$ cat src/rtl/fetch_unit_pkg.sv
// Shared definitions for the fetch unit, decoder and memory control:
// default widths, halt opcode, opcode field position and FSM state encoding.
package fetch_unit_pkg;

    localparam int          PKG_PC_W    = 8;
    localparam logic [3:0]  PKG_HALT_OP = 4'b1111;
    localparam int          OP_MSB      = 27;
    localparam int          OP_LSB      = 24;

    typedef enum logic [2:0] {
        ST_IDLE  = 3'd0,
        ST_FETCH = 3'd1,
        ST_WAIT  = 3'd2,
        ST_ISSUE = 3'd3,
        ST_HALT  = 3'd4
    } fetch_state_e;

    function automatic logic [3:0] opcode_of(input logic [31:0] word);
        return word[OP_MSB:OP_LSB];
    endfunction

endpackage

$ cat src/rtl/fetch_pc.sv
// Program counter register: load a redirect target or step by one,
// wrapping modulo 2^PC_W.
module fetch_pc #(
    parameter int PC_W = 8
) (
    input  logic            clk,
    input  logic            reset,
    input  logic            load,
    input  logic            inc,
    input  logic [PC_W-1:0] target,
    output logic [PC_W-1:0] pc
);

    // PC register; load has priority over increment
    always_ff @(posedge clk) begin
        if (!reset) begin
            pc <= '0;
        end else if (load) begin
            pc <= target;
        end else if (inc) begin
            pc <= pc + PC_W'(1);
        end else begin
            pc <= pc;
        end
    end

endmodule

$ cat src/rtl/fetch_unit.sv
// Instruction fetch FSM: requests a word at pc, holds it in the instruction
// register until retired, then advances or redirects pc; stops on HALT_OP.
module fetch_unit #(
    parameter int         PC_W    = fetch_unit_pkg::PKG_PC_W,
    parameter logic [3:0] HALT_OP = fetch_unit_pkg::PKG_HALT_OP
) (
    input  logic            clk,
    input  logic            reset,
    input  logic [31:0]     mem_rdata,
    input  logic            mem_ready,
    input  logic            stall,
    input  logic            branch_taken,
    input  logic [PC_W-1:0] branch_target,
    output logic            mem_req,
    output logic [PC_W-1:0] mem_addr,
    output logic [31:0]     instr,
    output logic            instr_valid,
    output logic [PC_W-1:0] pc,
    output logic            halted,
    output logic [7:0]      retire_count
);
    import fetch_unit_pkg::*;

    fetch_state_e state_r;
    fetch_state_e state_next_s;
    logic         capture_s;
    logic         retire_s;
    logic         pc_load_s;
    logic         pc_inc_s;

    fetch_pc #(.PC_W(PC_W)) u_pc (
        .clk    (clk),
        .reset  (reset),
        .load   (pc_load_s),
        .inc    (pc_inc_s),
        .target (branch_target),
        .pc     (pc)
    );

    assign mem_req  = (state_r == ST_FETCH) || (state_r == ST_WAIT);
    assign mem_addr = pc;

    // State register
    always_ff @(posedge clk) begin
        if (!reset) begin
            state_r <= ST_IDLE;
        end else begin
            state_r <= state_next_s;
        end
    end

    // Next-state decode; branch inputs matter only on the retire cycle
    always_comb begin
        state_next_s = state_r;
        capture_s    = 1'b0;
        retire_s     = 1'b0;
        pc_load_s    = 1'b0;
        pc_inc_s     = 1'b0;
        case (state_r)
            ST_IDLE: begin
                state_next_s = ST_FETCH;
            end
            ST_FETCH, ST_WAIT: begin
                if (mem_ready) begin
                    capture_s    = 1'b1;
                    state_next_s = ST_ISSUE;
                end else begin
                    state_next_s = ST_WAIT;
                end
            end
            ST_ISSUE: begin
                if (!stall) begin
                    retire_s = 1'b1;
                    if (opcode_of(instr) == HALT_OP) begin
                        state_next_s = ST_HALT;
                    end else begin
                        state_next_s = ST_FETCH;
                        pc_load_s    = branch_taken;
                        pc_inc_s     = !branch_taken;
                    end
                end else begin
                    state_next_s = ST_ISSUE;
                end
            end
            ST_HALT: begin
                state_next_s = ST_HALT;
            end
            default: begin
                state_next_s = ST_IDLE;
            end
        endcase
    end

    // Instruction register, status flags and saturating retire counter
    always_ff @(posedge clk) begin
        if (!reset) begin
            instr        <= 32'h0000_0000;
            instr_valid  <= 1'b0;
            halted       <= 1'b0;
            retire_count <= 8'd0;
        end else begin
            if (capture_s) begin
                instr <= mem_rdata;
            end else begin
                instr <= instr;
            end
            instr_valid <= (state_next_s == ST_ISSUE);
            halted      <= (state_next_s == ST_HALT);
            if (retire_s && (retire_count != 8'hFF)) begin
                retire_count <= retire_count + 8'd1;
            end else begin
                retire_count <= retire_count;
            end
        end
    end

endmodule
$ cat config.mk
export PLATFORM = sky130hd
export DESIGN_NAME = fetch_unit
export DESIGN_NICKNAME = d
export VERILOG_FILES = /design/src/rtl/fetch_unit_pkg.sv /design/src/rtl/fetch_pc.sv /design/src/rtl/fetch_unit.sv
export SDC_FILE = /design/constraint.sdc
export NUM_CORES = 1
export LEC_CHECK = 0
export ABC_AREA = 0
export ABC_CLOCK_PERIOD_IN_PS = 1600
export BUFFER_PORTS_ARGS = -buffer_cell sky130_fd_sc_hd__buf_4
export CAP_MARGIN = 20
export CORE_ASPECT_RATIO = 1.75
export CORE_MARGIN = 2
export CORE_UTILIZATION = 46
export CTS_CLUSTER_DIAMETER = 60
export DETAILED_ROUTE_END_ITERATION = 10
export PLACE_DENSITY = 0.89
export SYNTH_ARGS = -nofsm -noshare
export SYNTH_HDL_FRONTEND = slang
export SYNTH_SLANG_ARGS = --single-unit
export TNS_END_PERCENT = 50
$ cat constraint.sdc
create_clock -name clk -period 1.6 [get_ports clk]
set_input_delay 0 -clock clk [delete_from_list [all_inputs] [get_ports clk]]
set_output_delay 0 -clock clk [all_outputs]
set_load 0.05 [all_outputs]
==> impl_metrics.yaml, run 1 <==
sta:
  max_freq_mhz: 672.5
  fin_skew_ps: 6.494
  period_needed_ps: 1487
  finalMaxSlewViolations: 0
  tightest_slew_ps: 450.9
  grt_setup_unrepaired: "false"
  final_hold_viol_count: 0
  setup_viol: 0
  final.period_utilization: 0.9294
  relSlewSlack: 0.6989
grt:
  grt_pass1_wl_mm: 10.79
  grt.total_usage: 0.2409
  grt_max_degree: 33
  overflow: 0
  grt_pass1_vias: 2395
  antenna_found_initial: 0
placement:
  hpwlAfterDp_mm: 4.401
  dp.cells: 420
  port_buffers: 103
  placed_area_um2: 3028
  gp_congestion: 0.9101
cells_and_area:
  drive_gt1_frac: 0.3103
  num_antenna_cells: 0
  final_common_cell: "buf_4"
  stdcell_count: 460
  area_growth_pct: 50.96
  layout_common_cells: "buf_4, nand2_1, dfxtp_1"
  nets: 453
  final_cell_area_um2: 3447
worst_setup_path:
  crit_fanout: 5
  criticalPathCategory: "register to register"
  timing.rr.start: "retire_count[0]"
  cp.required_ps: 1810
  crit_path_end_kind: "register"
  arrival_ps: 1700
  startpoint_type: "register"
  timing.critical_path.from: "retire_count[0]"
power_and_ir_drop:
  peakVddDrop_uv: 925.6
  power_leakage_nw: 1.501
  power_density_nw_per_um2: 868.6
  finalPower_w: 0.002994
cts:
  cts_tree: "yes"
  numCtsBuffers: 5
  h-tree-depth: 2
  cts_buffer_depth: 2
  ctsRootBufferMaster: "clkbuf_8"
  post_cts_buffers: 0
  clock-sinks: 53
  path_clk_slew_ps: 90
  worstSkewPairLatency_ps: 300
routing:
  wl_mm: 6.677
  viasPerCell: 5.378
  ant_nets: 0
  drt_iter0_markers: 130
  vias: 2474
  drcViolationCount: 0
  firstDrtPassIters: 4
  wl_per_cell_um: 14.52
status:
  status: "completed"
synth:
  synth.avg_cell_area_um2: 8.097
  synth.top_cell.area_share: 0.4647
  yosys_register_bits: 53
  synth_cell_type_count: 43
  synth_nets: 329
  synth_top_area_cell: "dfxtp_1"
  yosys-top-cells-area: "dfxtp_1, nand2_1, a21oi_1, buf_4, nor2_1"
  yosys_warnings: 0
  syn_inst: 282
  syn_area_um2: 2283
  yosysSeqAreaShare: 0.4647
run:
  max-cap-violations: 0
floorplanning:
  ioPinCount: 104
  dieArea_um2: 5566
  initial_core_util: 0.4668
  die_w_um: 57.26
  fp.dieH_um: 97.21
  num_rows: 34
  core_um2: 4892
worst_hold_path:
  hold_path.class: "input port to register"
  hp-start: "branch_target[6]"
## worst max-delay path: stages (launching register included)
cell      delay (ps)
dfxtp_2          390
ha_1             250
nand2_1          110
o31a_1           360
a311oi_1         280
## area by class of cell
cell class	instances	area, µm²
clock buffers	7	86.33
fillers	369	1445
inverters	2	7.507
multi-input cells	201	1052
flip-flops and latches	53	1065
well taps	54	67.56
repair buffers	143	1169
## synth_stat cells
library cell  instances
nand2_1              81
dfxtp_1              53
a21oi_1              41
buf_4                13
nor2_1               13
clkbuf_1              8
o21ai_0               7
nand3_1               6
a211oi_1              4
nand4_1               4
a31oi_1               3
and3_1                3
mux2i_1               3
nand2b_1              3
and2_1                2
buf_2                 2
buf_6                 2
ha_1                  2
mux2_2                2
nor2b_1               2
nor3_1                2
o21a_1                2
o22ai_1               2
o311ai_1              2
o41ai_1               2
a22oi_1               1
a311oi_1              1
and4bb_1              1
buf_1                 1
inv_1                 1
inv_2                 1
nand2_4               1
nand4_4               1
nor3b_1               1
nor4_1                1
o211ai_1              1
o221a_2               1
o31a_1                1
o31ai_1               1
or2b_1                1
or3_1                 1
xnor2_1               1
xor2_1                1
## path summary, 6_finish.rpt
path / depth (start not counted) / end / slack (ps)
hold reg to reg: 2 / instr[21] / 460
hold / removal: 3 / u_pc.pc[6] / 10
setup / recovery: 4 / retire_count[2] / 110
setup reg to reg: 4 / retire_count[2] / 110
## registers in the layout, indices dropped and copies added (netlist names)
| signal | flops |
|---|---|
| halted | 1 |
| instr | 32 |
| instr_valid | 1 |
| retire_count | 8 |
| state_r | 3 |
| u_pc.pc | 8 |
## power breakdown
part	leakage, nW	switching [W]	internal (W)
sequential	0.433	0.0000509	0.00139
clock	0.0443	0.000408	0.000344
combinational	1.02	0.000494	0.000306
## logic make-up after synthesis
kind of cell    synth area share
buf+inv                  0.07506
compound gates            0.1764
simple gates              0.2422
fa+ha+maj                0.01096
flops                     0.4647
mux                      0.02301
xor+xnor                0.007673
## per-stage QoR
stage,worst slack (ps),utilization,hold slack (ps),setup TNS [ps]
after global routing,39.13,0.7046,22.69,0
after floorplan,-86.62,-,136.0,-86.62
after detailed placement,66.97,0.6189,256.1,0
after global placement,150.9,0.6189,246.7,0
after CTS,51.85,0.7041,7.045,0
final,112.9,0.7046,11.96,0
## layer usage
layer  vias to the layer above  GRT usage  part of all wire
met1                      1143     0.2565              0.36
met3                        23    0.05593             0.062
li1                       1203          -                 -
met2                       105     0.4235              0.54
met4                         0     0.1288             0.036
met5                         -          0                 0
## repair_timing
item,4_1_cts,5_1_grt
hold buffers,33,0
endpoints found under the hold margin,33,0
setup endpoints to repair,0,7
resized for setup,0,2
Note: power is estimated with default switching activity, not from simulation.
==> inputs of run 2 (changes only) <==
--- a/config.mk
+++ b/config.mk
@@ -15,6 +15,8 @@
 export CTS_CLUSTER_DIAMETER = 60
 export DETAILED_ROUTE_END_ITERATION = 10
 export PLACE_DENSITY = 0.89
+export REMOVE_ABC_BUFFERS = 1
+export SLEW_MARGIN = 20
 export SYNTH_ARGS = -nofsm -noshare
 export SYNTH_HDL_FRONTEND = slang
 export SYNTH_SLANG_ARGS = --single-unit
==> run 2 against run 1 <==
Against the previous run:
- cell count up 1.1%
- critical path depth up 2
- setup slack better by 35 ps
- first-iteration DRC count up 20%
- clock power up 24%
- critical endpoint is now instr[29]
- largest power group unchanged
- highest routed layer unchanged
==> impl_metrics.yaml, run 2 (synthesized netlist as in run 1, its figures left out) <==
worst_setup_path:
  rr_worst_depth: 6
  crit_fanout: 21
  arrival_ps: 1680
  crit_path_end_kind: "register"
  cp.required_ps: 1830
  criticalPathCategory: "register to register"
  startpoint_type: "register"
power_and_ir_drop:
  clkPwrFrac: 0.294
  power_leakage_nw: 1.533
  p_sw_frac: 0.3047
  power_density_nw_per_um2: 906.6
  finalPower_w: 0.003182
  power_frac_comb: 0.256
  p_switching_w: 0.0009694
  intPower_w: 0.002212
  peakVddDrop_uv: 1107
  seq_power_share: 0.451
grt:
  grt_pass1_wl_mm: 10.78
  grt.total_usage: 0.2391
  grt_pass1_vias: 2544
  antenna_found_initial: 0
  overflow: 0
  grt_max_degree: 33
  grt_use_met3: 0.05193
  use_met2: 0.4156
  top_usage_layer: "met2"
  gr-usage-met1: 0.2595
cts:
  clock-sinks: 53
  path_clk_slew_ps: 90
  cts_tree: "yes"
  ctsRootBufferMaster: "clkbuf_8"
  worstSkewPairLatency_ps: 310
  post_cts_buffers: 0
  h-tree-depth: 2
  cts_buffer_depth: 2
  numCtsBuffers: 5
cells_and_area:
  fin_util: 0.7174
  seq_area_um2: 1061
  multiInputGateArea_um2: 1052
  layout_common_cells: "buf_4, nand2_1, dfxtp_1"
  fill_cells: 362
  largestRegisters: "instr x32, retire_count x8, u_pc.pc x8"
  final_common_cell: "buf_4"
  num_antenna_cells: 0
  nets: 457
  drive_gt1_frac: 0.3114
  area_growth_pct: 53.70
  largest_reg_flops: 32
  top_register: "instr"
status:
  status: "completed"
sta:
  relSlewSlack: 0.7795
  setup_tns_ps: 0
  max_freq_mhz: 688.8
  whs_ps: 19.54
  fin_skew_ps: 7.260
  final.period_utilization: 0.9074
  period_needed_ps: 1452
  finalMaxSlewViolations: 0
  grt_setup_unrepaired: "false"
  setup_viol: 0
  tightest_slew_ps: 330.3
  final_hold_viol_count: 0
floorplanning:
  fp.dieH_um: 97.21
  num_rows: 34
  ioPinCount: 104
  dieArea_um2: 5566
  initial_core_util: 0.4668
  core_um2: 4892
  die_w_um: 57.26
placement:
  hpwlAfterDp_mm: 4.241
  port_buffers: 103
  gp_congestion: 0.8838
routing:
  wl_mm: 6.540
  firstDrtPassIters: 4
  wl_per_cell_um: 14.06
  drt_iter0_markers: 156
  ant_nets: 0
  drcViolationCount: 0
  vias: 2478
  viasPerCell: 5.329
worst_hold_path:
  hold_path.class: "input port to register"
  holdPathStages: 3
run:
  max-cap-violations: 0
## run 2: final cells by class
cell class	instances	area share
inverter	2	0.002139
sequential	53	0.3023
clock buffer	7	0.02460
multi-input combinational	201	0.2998
clock inverter	1	0.008556
tap	54	0.01925
timing repair buffer	147	0.3433
## run 2: layer usage
metal,routed length (µm),part of all wire,up-vias
li1,-,-,1207
met5,0,0,-
met3,412,0.063,27
met4,272,0.042,0
met1,2384,0.36,1136
met2,3470,0.53,108
## run 2: timing repair
| action | CTS | global route |
|---|---|---|
| endpoints found under the hold margin | 34 | 0 |
| gates resized for setup | 0 | 3 |
| hold buffers | 34 | 0 |
| endpoints found under the setup margin | 0 | 8 |
## run 2: worst max-delay path: stages (launching register included)
cell	delay, ps
dfxtp_1	340
buf_4	150
xor2_1	210
and3_1	240
buf_6	210
nand2_1	80
a21oi_1	160
## run 2: path summary, 6_finish.rpt
kind               from               to  slack (ps)
max          state_r[0]        instr[29]         150
min               reset  retire_count[1]          20
max reg2reg  state_r[0]        instr[29]         150
min reg2reg   instr[19]        instr[19]         460
## run 2: power by group through the flow
| stage | clock [W] | combinational, W | sequential [W] |
|---|---|---|---|
| finish | 0.000935 | 0.000813 | 0.00143 |
| global route | 0.00100 | 0.000863 | 0.00144 |
| floorplan | 0 | 0.000188 | 0.00171 |
| detailed placement | 0 | 0.000734 | 0.00146 |
| CTS | 0.000960 | 0.000802 | 0.00143 |
| global placement | 0 | 0.000724 | 0.00146 |
## run 2: stage by stage
stage | cells | setup WS [ps] | area, µm²
finish | 465 | 148.2 | 3510
global placement | 423 | 127.2 | 3048
detailed placement | 423 | 41.48 | 3048
global route | 465 | 28.18 | 3510
floorplan | 256 | -449.0 | 2120
CTS | 465 | 30.49 | 3505
==> inputs of run 3 (changes only) <==
--- a/config.mk
+++ b/config.mk
@@ -9,12 +9,13 @@
 export ABC_CLOCK_PERIOD_IN_PS = 1600
 export BUFFER_PORTS_ARGS = -buffer_cell sky130_fd_sc_hd__buf_4
 export CAP_MARGIN = 20
+export CELL_PAD_IN_SITES_DETAIL_PLACEMENT = 0
+export CELL_PAD_IN_SITES_GLOBAL_PLACEMENT = 1
 export CORE_ASPECT_RATIO = 1.75
 export CORE_MARGIN = 2
-export CORE_UTILIZATION = 46
-export CTS_CLUSTER_DIAMETER = 60
+export CORE_UTILIZATION = 32
 export DETAILED_ROUTE_END_ITERATION = 10
-export PLACE_DENSITY = 0.89
+export PLACE_DENSITY = 0.88
 export REMOVE_ABC_BUFFERS = 1
 export SLEW_MARGIN = 20
 export SYNTH_ARGS = -nofsm -noshare
==> run 3 against run 2 <==
Against the previous run:
- critical path type unchanged
- global-route usage down 6.7 points
- flip-flop and latch count is the same
- non-clock buffer count grew 1
- via count decreased by 2.7%
- cell count is 6.9% higher
- largest power group unchanged
- sequential power is essentially flat
==> impl_metrics.yaml, run 3 (synthesized netlist as in run 1, its figures left out) <==
floorplanning:
  die_w_um: 67.86
  num_rows: 40
  ioPinCount: 104
  core_um2: 6907
  initial_core_util: 0.3306
  dieArea_um2: 7854
  fp.dieH_um: 115.7
power_and_ir_drop:
  intPower_w: 0.002479
  clkPwrFrac: 0.362
  p_switching_w: 0.001026
  power_frac_comb: 0.228
  power_leakage_nw: 1.560
  seq_power_share: 0.410
  p_sw_frac: 0.2927
  finalPower_w: 0.003505
  power_density_nw_per_um2: 973.7
  peakVddDrop_uv: 593.2
placement:
  gp_congestion: 0.7082
  dp.cells: 454
  placed_area_um2: 3080
  hpwlAfterDp_mm: 4.614
  port_buffers: 103
grt:
  overflow: 0
  grt_pass1_wl_mm: 10.38
  grt_max_degree: 38
  grt.total_usage: 0.1726
  antenna_found_initial: 0
  grt_pass1_vias: 2277
cts:
  clock-sinks: 53
  cts_tree: "yes"
  post_cts_resize_count: 0
  post_cts_buffers: 0
  ctsRootBufferMaster: "clkbuf_16"
  numCtsBuffers: 5
  worstSkewPairLatency_ps: 290
  cts_buffer_depth: 2
  path_clk_slew_ps: 70
  h-tree-depth: 2
cells_and_area:
  fin_util: 0.5212
  stdcell_count: 497
  drive_gt1_frac: 0.3107
  top_register: "instr"
  largest_reg_flops: 32
  final_cell_area_um2: 3600
  layout_common_cells: "buf_4, nand2_1, dfxtp_1"
  final_common_cell: "buf_4"
  area_growth_pct: 57.64
  fill_cells: 660
  largestRegisters: "instr x32, retire_count x8, u_pc.pc x8"
  nets: 458
sta:
  period_needed_ps: 1466
  relSlewSlack: 0.5494
  grt_setup_unrepaired: "false"
  max_freq_mhz: 682.2
  finalMaxSlewViolations: 0
  final_hold_viol_count: 0
  fin_skew_ps: 7.400
  final.period_utilization: 0.9161
  tightest_slew_ps: 674.9
  setup_viol: 0
worst_setup_path:
  crit_fanout: 8
  cpLargestDelayFamily: "simple AND/OR/NAND/NOR gates"
  crit_path_end_kind: "register"
  slowest_stage: "dfxtp_1"
  slowest_delay_ps: 370
  cp.required_ps: 1800
  startpoint_type: "register"
  critPathBufInv: 1
  arrival_ps: 1670
  path_cells: "and4bb_1 -> buf_4 -> and2_1 -> nor2_1 -> a211oi_1"
  criticalPathCategory: "register to register"
routing:
  drcViolationCount: 0
  firstDrtPassIters: 4
  vias: 2412
  wl_mm: 6.658
  ant_nets: 0
  drt_iter0_markers: 101
  wl_per_cell_um: 13.40
  viasPerCell: 4.853
worst_hold_path:
  hold_path.class: "input port to register"
status:
  status: "completed"
run:
  max-cap-violations: 0
==> run 3: worst paths after layout <==
kind                            cells after the start             start  slack [ps]         end
worst min-delay path                                3  branch_target[0]          20  u_pc.pc[0]
worst max register to register                      5        state_r[0]         130  u_pc.pc[1]
worst min register to register                      2         instr[31]         460   instr[31]
worst max-delay path                                5        state_r[0]         130  u_pc.pc[1]
==> run 3: power groups by stage <==
stage	Sequential [W]	Combinational (W)	Clock (W)
2_1_floorplan	0.00171	0.000188	0
3_3_place_gp	0.00146	0.000729	0
3_5_place_dp	0.00147	0.000737	0
4_1_cts	0.00144	0.000804	0.00132
5_1_grt	0.00144	0.000858	0.00135
6_report	0.00144	0.000800	0.00127
==> run 3: area by class of cell <==
| class | instances | area [µm²] | area share |
|---|---|---|---|
| Tap cell | 84 | 105.1 | 0.02920 |
| Inverter | 2 | 7.507 | 0.002086 |
| Timing Repair Buffer | 148 | 1196 | 0.3323 |
| Antenna cell | 1 | 2.502 | 0.0006952 |
| Clock inverter | 2 | 37.54 | 0.01043 |
| Multi-Input combinational cell | 201 | 1051 | 0.2920 |
| Clock buffer | 6 | 138.9 | 0.03858 |
| Sequential cell | 53 | 1061 | 0.2948 |
==> run 3: worst min-delay path, stage by stage <==
cell and delay, ps:
buf_4 110, nand3_1 70, a31oi_1 80
==> run 3: timing repair <==
action	4_1_cts	5_1_grt
endpoints found under the hold margin	34	0
hold buffers	34	0
setup endpoints to repair	0	0
==> run 3: layer usage <==
layer	wire length (µm)	GRT usage
met3	394	0.04078
met1	2482	0.1752
met5	0	0
met2	3677	0.3288
met4	104	0.06267
==> run 3: through the flow <==
step | setup slack (ps) | TNS, ps | hold WS [ps]
2_1_floorplan | -449.0 | -3006 | 136.0
3_3_place_gp | 221.0 | 0 | 247.3
3_5_place_dp | 171.1 | 0 | 256.8
4_1_cts | 145.9 | 0 | 7.373
5_1_grt | 13.58 | 0 | 30.07
6_report | 134.2 | 0 | 16.99
